==> config.mk <==
export PLATFORM = sky130hd
export DESIGN_NAME = fl_ckpt_ctrl
export DESIGN_NICKNAME = d
export VERILOG_FILES = /design/src/rtl/fl_ckpt_ctrl.sv
export SDC_FILE = /design/constraint.sdc
export NUM_CORES = 1
export LEC_CHECK = 0
export ABC_AREA = 1
export BUFFER_PORTS_ARGS = -buffer_cell sky130_fd_sc_hd__buf_2
export CORE_UTILIZATION = 50
export CTS_CLUSTER_DIAMETER = 50
export DETAILED_ROUTE_END_ITERATION = 8
export PLACE_DENSITY = 0.7
export SYNTH_ARGS = -nofsm -noshare
export SYNTH_HDL_FRONTEND = slang
export SYNTH_SLANG_ARGS = --single-unit
==> constraint.sdc <==
create_clock -name clock -period 5.1 [get_ports clock]
set_input_delay 0.51 -clock clock [delete_from_list [all_inputs] [get_ports clock]]
set_output_delay 0.51 -clock clock [all_outputs]
set_load 0.1 [all_outputs]
==> src/rtl/fl_ckpt_ctrl.sv <==
// Branch checkpoint ring for the rename free list: saves the free-list tail per
// in-flight branch and issues a registered rollback request on a mispredict.
module fl_ckpt_ctrl #(
    parameter int NUM_CKPT = 4,
    parameter int FL_IDX_W = 5,
    parameter int TAG_W    = $clog2(NUM_CKPT)
) (
    input  logic                clock,
    input  logic                reset,
    input  logic                dispatch_en,
    input  logic                branch_dispatch,
    input  logic [FL_IDX_W-1:0] fl_tail_next,
    input  logic                resolve_en,
    input  logic [TAG_W-1:0]    resolve_tag,
    input  logic                mispredict,
    output logic                ckpt_valid,
    output logic [TAG_W-1:0]    ckpt_tag,
    output logic                rollback_en,
    output logic [FL_IDX_W-1:0] FL_rollback_idx,
    output logic [NUM_CKPT-1:0] squash_mask
);
    localparam int CNT_W = TAG_W + 1;
    localparam logic [CNT_W-1:0] FULL_CNT = CNT_W'(NUM_CKPT);

    logic [NUM_CKPT-1:0]               valid_q, valid_d;
    logic [NUM_CKPT-1:0][FL_IDX_W-1:0] saved_q, saved_d;
    logic [TAG_W-1:0]                  head_q, head_d;
    logic [TAG_W-1:0]                  tail_q, tail_d;
    logic [CNT_W-1:0]                  count_q, count_d;
    logic                              rollback_en_q, rollback_en_d;
    logic [FL_IDX_W-1:0]               fl_rollback_idx_q, fl_rollback_idx_d;
    logic [NUM_CKPT-1:0]               squash_mask_q, squash_mask_d;

    logic                hit_s, mispredict_s, correct_s;
    logic                alloc_s, pop_s, ckpt_valid_s;
    logic [TAG_W-1:0]    span_s, occ_s, offset_s;
    logic [CNT_W-1:0]    squash_len_s, mp_count_s;
    logic [NUM_CKPT-1:0] mask_s;

    // Decode this cycle's resolve/allocate/pop events and the squash range.
    always_comb begin
        hit_s        = resolve_en && valid_q[resolve_tag];
        mispredict_s = hit_s && mispredict;
        correct_s    = hit_s && !mispredict;
        ckpt_valid_s = (count_q < FULL_CNT) && !rollback_en_q && !mispredict_s;
        alloc_s      = dispatch_en && branch_dispatch && ckpt_valid_s;
        pop_s        = (count_q != {CNT_W{1'b0}}) && !valid_q[head_q];

        // A live tag equal to tail only happens when the ring is full.
        span_s       = tail_q - resolve_tag;
        squash_len_s = (span_s == {TAG_W{1'b0}}) ? FULL_CNT : {1'b0, span_s};
        mask_s       = {NUM_CKPT{1'b0}};
        offset_s     = {TAG_W{1'b0}};
        for (int i = 0; i < NUM_CKPT; i++) begin
            offset_s  = TAG_W'(i) - resolve_tag;
            mask_s[i] = ({1'b0, offset_s} < squash_len_s);
        end

        occ_s      = resolve_tag - head_q;
        mp_count_s = {1'b0, occ_s} - CNT_W'(pop_s && (head_q != resolve_tag));
    end

    // Next-state computation for the ring and the rollback outputs.
    always_comb begin
        valid_d           = valid_q;
        saved_d           = saved_q;
        head_d            = head_q;
        tail_d            = tail_q;
        count_d           = count_q;
        rollback_en_d     = 1'b0;
        squash_mask_d     = {NUM_CKPT{1'b0}};
        fl_rollback_idx_d = fl_rollback_idx_q;

        if (pop_s) begin
            head_d = head_q + TAG_W'(1);
        end else begin
            head_d = head_q;
        end

        if (mispredict_s) begin
            valid_d           = valid_q & ~mask_s;
            tail_d            = resolve_tag;
            count_d           = mp_count_s;
            rollback_en_d     = 1'b1;
            squash_mask_d     = mask_s;
            fl_rollback_idx_d = saved_q[resolve_tag];
        end else begin
            if (correct_s) begin
                valid_d[resolve_tag] = 1'b0;
            end else begin
                valid_d[resolve_tag] = valid_q[resolve_tag];
            end
            if (alloc_s) begin
                valid_d[tail_q] = 1'b1;
                saved_d[tail_q] = fl_tail_next;
                tail_d          = tail_q + TAG_W'(1);
            end else begin
                tail_d = tail_q;
            end
            count_d = count_q + CNT_W'(alloc_s) - CNT_W'(pop_s);
        end
    end

    // State and registered-output flops.
    always_ff @(posedge clock) begin
        if (reset) begin
            valid_q           <= {NUM_CKPT{1'b0}};
            saved_q           <= '0;
            head_q            <= {TAG_W{1'b0}};
            tail_q            <= {TAG_W{1'b0}};
            count_q           <= {CNT_W{1'b0}};
            rollback_en_q     <= 1'b0;
            fl_rollback_idx_q <= {FL_IDX_W{1'b0}};
            squash_mask_q     <= {NUM_CKPT{1'b0}};
        end else begin
            valid_q           <= valid_d;
            saved_q           <= saved_d;
            head_q            <= head_d;
            tail_q            <= tail_d;
            count_q           <= count_d;
            rollback_en_q     <= rollback_en_d;
            fl_rollback_idx_q <= fl_rollback_idx_d;
            squash_mask_q     <= squash_mask_d;
        end
    end

    assign ckpt_valid      = ckpt_valid_s;
    assign ckpt_tag        = tail_q;
    assign rollback_en     = rollback_en_q;
    assign FL_rollback_idx = fl_rollback_idx_q;
    assign squash_mask     = squash_mask_q;

endmodule
=== Word-level counts from Yosys, hierarchy flattened ===
Cells that the tools add are included.

* Mux-type cells: 23
* $mul: 0
* Divide/modulo/power cells: 0
* Reductions and logical operators: 20
* Add/subtract/negate cells: 11
* Order comparisons: 10
* Bitwise logic cells: 6
* Equality and inequality tests: 1
* Shift operators: 0

{| class="wikitable"
|+ Operators with widths
! cell !! number
|-
| 20-bit bitwise mux || 1
|-
| 4-bit two-way mux || 4
|-
| 2-bit by 3-bit less-than comparator with 1-bit output || 4
|-
| 1-bit logical AND || 11
|-
| 5-bit binary-select mux with 2-bit select || 1
|-
| 5-bit demux with 2-bit select || 1
|-
| 5-bit two-way mux || 2
|-
| 2-bit by 3-bit less-than comparator with 1-bit output (second input constant) || 3
|-
| 4-bit AND || 2
|-
| 4-bit NOT || 2
|-
| 3-bit two-way mux || 2
|-
| 1-bit two-way mux || 5
|-
| 2-bit by 1-bit adder with 2-bit output (second input constant) || 2
|-
| 1-bit binary-select mux with 2-bit select || 2
|-
| 4-bit bitwise mux || 1
|-
| 1-bit demux with 2-bit select || 2
|-
| 2-bit by 1-bit >= comparator with 1-bit output (second input constant) || 2
|-
| 1-bit zero test || 4
|-
| 2-bit two-way mux || 2
|-
| 4-bit OR || 1
|-
| 1-bit by 2-bit subtractor with 2-bit output (first input constant) || 2
|-
| 2-bit subtractor || 2
|-
| 2-bit subtractor (first input constant) || 2
|-
| 3-bit by 1-bit adder with 3-bit output || 1
|-
| 10 further kinds || 10
|}

* Register bits: 41
* Bits in read-only memories: 0
* Bits in latches: 0
* Memories: 0
* Logic and storage cells: 82
* Bits of input ports: 13
* Memory bits (writable): 0
* Output and inout port bits: 13

=== Depth between registers and ports, before layout ===
* Word-level depth: 11
* Gate-level depth with buffers: 15
* Depth with buffers taken out: 14

=== Worst setup path before layout ===
Ideal clock, no wire load.

* Path type: in2reg
* Start point: input resolve_tag[1]
* End point: register count_q[1]
* Cell stages on the path: 15
* Data required time: 4.981 ns
* Arrival: 3.069 ns
* Path slack: 1.912 ns
* Setup time: 0.119 ns
* Buffers on the path: 3
* Cell sequence: buf_6 > inv_6 > nand3_2 > nand3_4 > buf_6 > buf_6 > nand2_1 > inv_1 > nand2_1 > ha_1 > inv_1 > ha_1 > fa_1 > o21ai_0 > a21oi_1

* Cells in the longest elaborated chain, start to end: 10
* Elaborated cells between the ends (all ways): 14
* Those cells by class: add/sub (4); eq/ne (1); mux (3); reduce/logical (6)

{| class="wikitable"
|+ Ends and longest elaborated chain
! what !! line !! source
|-
| start, declared || 14 || <nowiki>input logic [TAG_W-1:0] resolve_tag,</nowiki>
|-
| 1-bit binary-select mux with 2-bit select || 42 || <nowiki>hit_s = resolve_en && valid_q[resolve_tag];</nowiki>
|-
| 1-bit two-way mux (implied by the code) || 42 ||
|-
| 1-bit logical AND || 42 ||
|-
| 1-bit logical AND || 43 || <nowiki>mispredict_s = hit_s && mispredict;</nowiki>
|-
| 1-bit zero test || 45 || <nowiki>ckpt_valid_s = (count_q < FULL_CNT) && !rollback_en_q && !mispredict_s;</nowiki>
|-
| 1-bit logical AND || 45 ||
|-
| named net ckpt_valid || 16 || <nowiki>output logic ckpt_valid,</nowiki>
|-
| 1-bit logical AND || 46 || <nowiki>alloc_s = dispatch_en && branch_dispatch && ckpt_valid_s;</nowiki>
|-
| 3-bit by 1-bit adder with 3-bit output || 100 || <nowiki>count_d = count_q + CNT_W'(alloc_s) - CNT_W'(pop_s);</nowiki>
|-
| 3-bit by 1-bit subtractor with 3-bit output || 100 ||
|-
| 3-bit two-way mux || 80 || <nowiki>if (mispredict_s) begin</nowiki>
|-
| end signal, assigned || 111 || <nowiki>count_q <= {CNT_W{1'b0}};</nowiki>
|-
| end signal, assigned || 120 || <nowiki>count_q <= count_d;</nowiki>
|-
| end, declared || 29 || <nowiki>logic [CNT_W-1:0] count_q, count_d;</nowiki>
|}

The timed path passes the listed nets, and every way through them passes these cells. The select of a mux whose other input is x is not followed.
A chain may end at the register's enable or synchronous reset.

=== Worst setup path in the final report ===
* Start point: input resolve_tag[0]
* End point: register count_q[1]

* Cells in the longest elaborated chain, start to end: 10
* Elaborated cells between the ends (all ways): 14
* Those cells by class: add/sub (4); eq/ne (1); mux (3); reduce/logical (6)

{| class="wikitable"
|+ Ends and longest elaborated chain
! what !! line
|-
| 1-bit binary-select mux with 2-bit select || 42
|-
| 1-bit two-way mux (implied by the code) || 42
|-
| 1-bit logical AND || 42
|-
| 1-bit logical AND || 43
|-
| 1-bit zero test || 45
|-
| 1-bit logical AND || 45
|-
| 1-bit logical AND || 46
|-
| 3-bit by 1-bit adder with 3-bit output || 100
|-
| 3-bit by 1-bit subtractor with 3-bit output || 100
|-
| 3-bit two-way mux * || 80
|}

Every way passes the cells marked *; elsewhere a longest branch is shown, timed or not. The select of a mux whose other input is x is not followed.

==> run metrics <==
FMAX ~380 MHz; Clock Latency Late Sink roughly 300 ps; RSZ-0062 raised after global routing no; Cell variety after synth 30; IO Port Bufs 25; Largest stage delay, worst path between 400 and 500 ps; worst hold path class in -> reg; YS warnings 0; status complete, no violations; setup tns final 0 ps; Pleak between 0.001 and 0.0015 uW; post-synthesis area per instance between 6 and 7 um^2; Worst setup SP type input port; R2R cell count 11; final setup fails 0; vias in the first global route approximately 1.9k; final wirelength 5320 um; Root Driver clkbuf_8; Core ar. between 0.004 and 0.005 mm^2; layout cells sized above 1 12.0%; cells taking the most area after synthesis dfxtp_1 34%, nand2_1 13%, ha_1 9.8%; r2r setup slk 2700 ps; clock buffer depth 2; peak supply drop 0.000184 V; Cell Count, Final, Fillers Out 429; worst-path cell chain buf_2 -> inv_2 -> nand2_1 -> nand3_2 -> nand3_4 -> nand2_1 -> inv_1 -> nand2_1 -> ha_1 -> inv_1 -> ha_1 -> fa_1 -> o21ai_0 -> a21oi_1; CP Capture Type register; Slew HR between 30 and 40%; Final ANT Viol Nets 0; Worst-path clk slew around 80 ps; WP data arrival slightly below 3000 ps; number of synthesized flops with an enable pin 0; DIE HEIGHT about 72 um; worst slew pin tran slightly above 1000 ps; wire per inst about 12 um; setup bufs post-CTS 0; R2R Path End count_q[1]; Die ar. approximately 0.0052 mm^2; FF-to-FF Start count_q[2]; Seq cells post-synth slightly above 40; I/O pin count 26; PwrDens between 400 and 500 mW/mm^2; cts repair resizes 0; Antenna Cells 0; routability cong. 0.850; CP most frequent cell nand2_1; Post-Syn Area 0.00244 mm^2; first-pass GRT wire length 8870 um; Initial Utilization 51.9%; asr flop ratio synth 0%; Net Count, Synth just under 400; Final Hold Fails 0; CTS tree done; CTS Sinks 41; CTS Buf Count 5; clock period minus worst slack ~2700 ps; post-synth top area share about a third; Gate Count Post-Synth 355; cell row count 25; initial antenna violation count 0; Area growth syn-to-layout 9.60%; Post-DP HPWL approximately 3800 um; Vias between 2k and 2.5k; dominant synthesized flop cell dfxtp_1; MaxCap Viol Count 0; register area share after synthesis 33.7%; Initial DRC Count about 110; DRC viols 0; CP max-delay cell fa_1; placed insts approximately 420; Critical Path RT 5330 ps; CP max FO 22; crit share post-route a little over half; drt first pass iters 4; DIE WIDTH a little over 70 um; GRT Total Usage a little under a quarter; htree depth 2; Avg Vias per Cell a little under 5; hold_buf cts 0; Overflow after GRT 0; fin. max-slew vios 0; Nets between 400 and 500; Setup CP Type in -> reg; CP Launch Point resolve_tag[0]; dominant cell type by area after synthesis dfxtp_1; Setup crit end count_q[1]; Clock Skew ~5.5 ps; Hold Crit Start reset; largest net degree at the start of global routing 35
[layer usage]
metal | vias up | routed length (um) | global-route usage [%]
li1 | 1117 | - | -
met1 | 933 | 2510 | 28.3
met2 | 36 | 2490 | 37.5
met3 | 11 | 218 | 5.49
met4 | 0 | 97 | 8.28
met5 | - | 0 | 0
[power breakdown]
part,internal (uW),switching (uW)
clock network,194,119
registers,355,33.5
logic,128,253
[cell families after synthesis]
group / share of synthesized area, %
adder cells (fa/ha/maj): 10.6
buffers and inverters: 13.6
XOR/XNOR: 1.44
flip-flops: 33.7
AND/OR/NAND/NOR: 29.0
AO/OA/AOI/OAI: 11.8
[sequential cells by signal, summed over array words and instances, names as in the netlist]
signal           cells
saved_q             20
FL_rollback_idx      5
squash_mask          4
valid_q              4
count_q              3
ckpt_tag             2
head_q               2
rollback_en          1
[cell type report]
cell class                 instances  area [um^2]
fill                             480         2020
multi-input combinational        239         1290
sequential                        41          821
inverter                          62          238
timing repair buffer              25          125
clock buffer                       5         68.8
tap                               54         67.6
clock inverter                     3         65.1
[Yosys cell counts, drive strengths merged (3+ instances only)]
cell     n
a21oi   13
buf     10
clkbuf   3
dfxtp   41
ha      19
inv     62
nand2   86
nand3   11
nand4    4
nor2    58
o21ai   32
o21bai   3
[worst max-delay path: cells and delay by family]
| family | cells | cell delay [ps] |
|---|---|---|
| adder cells (fa/ha/maj) | 3 | 960 |
| AND/OR/NAND/NOR | 5 | 600 |
| buffers and inverters | 4 | 560 |
| AO/OA/AOI/OAI | 2 | 260 |
[cells in the final DEF (no fill, tap or decap), types with 2 or more instances in the layout]
master     instances
a31oi_1            2
o21bai_1           3
clkbuf_8           5
buf_2             25
nor2_4             2
xnor2_1            2
xor2_1             2
ha_1              19
bufinv_16          2
o21ai_0           29
a21oi_1           13
dfxtp_1           41
o21ai_1            2
inv_1             60
nand3_1            8
nand2_1           86
nand3_2            2
nand4_1            2
nor2_1            56
or2_2              2
nand4_4            2
[worst min-delay path by stage]
stage                              end  slack [ps]  depth (start not counted)
CTS                        ckpt_tag[0]         430                          2
finish                       head_q[1]         440                          2
global placement    FL_rollback_idx[3]         500                          2
global route                 head_q[1]         430                          2
floorplan                   saved_q[0]         490                          4
detailed placement          saved_q[2]         500                          4
[metrics by stage]
step	area, um^2	utilization [%]	setup WS (ps)	hold WS (ps)	power (uW)
3_5_place_dp	2540	54.1	2150	500	774
3_3_place_gp	2540	54.1	2250	497	757
5_1_grt	2670	56.9	2200	429	1160
6_report	2670	56.9	2440	440	1080
2_1_floorplan	2440	-	1910	486	689
4_1_cts	2670	56.9	2460	433	1090
No activity file was read; power rests on OpenSTA's default activity.
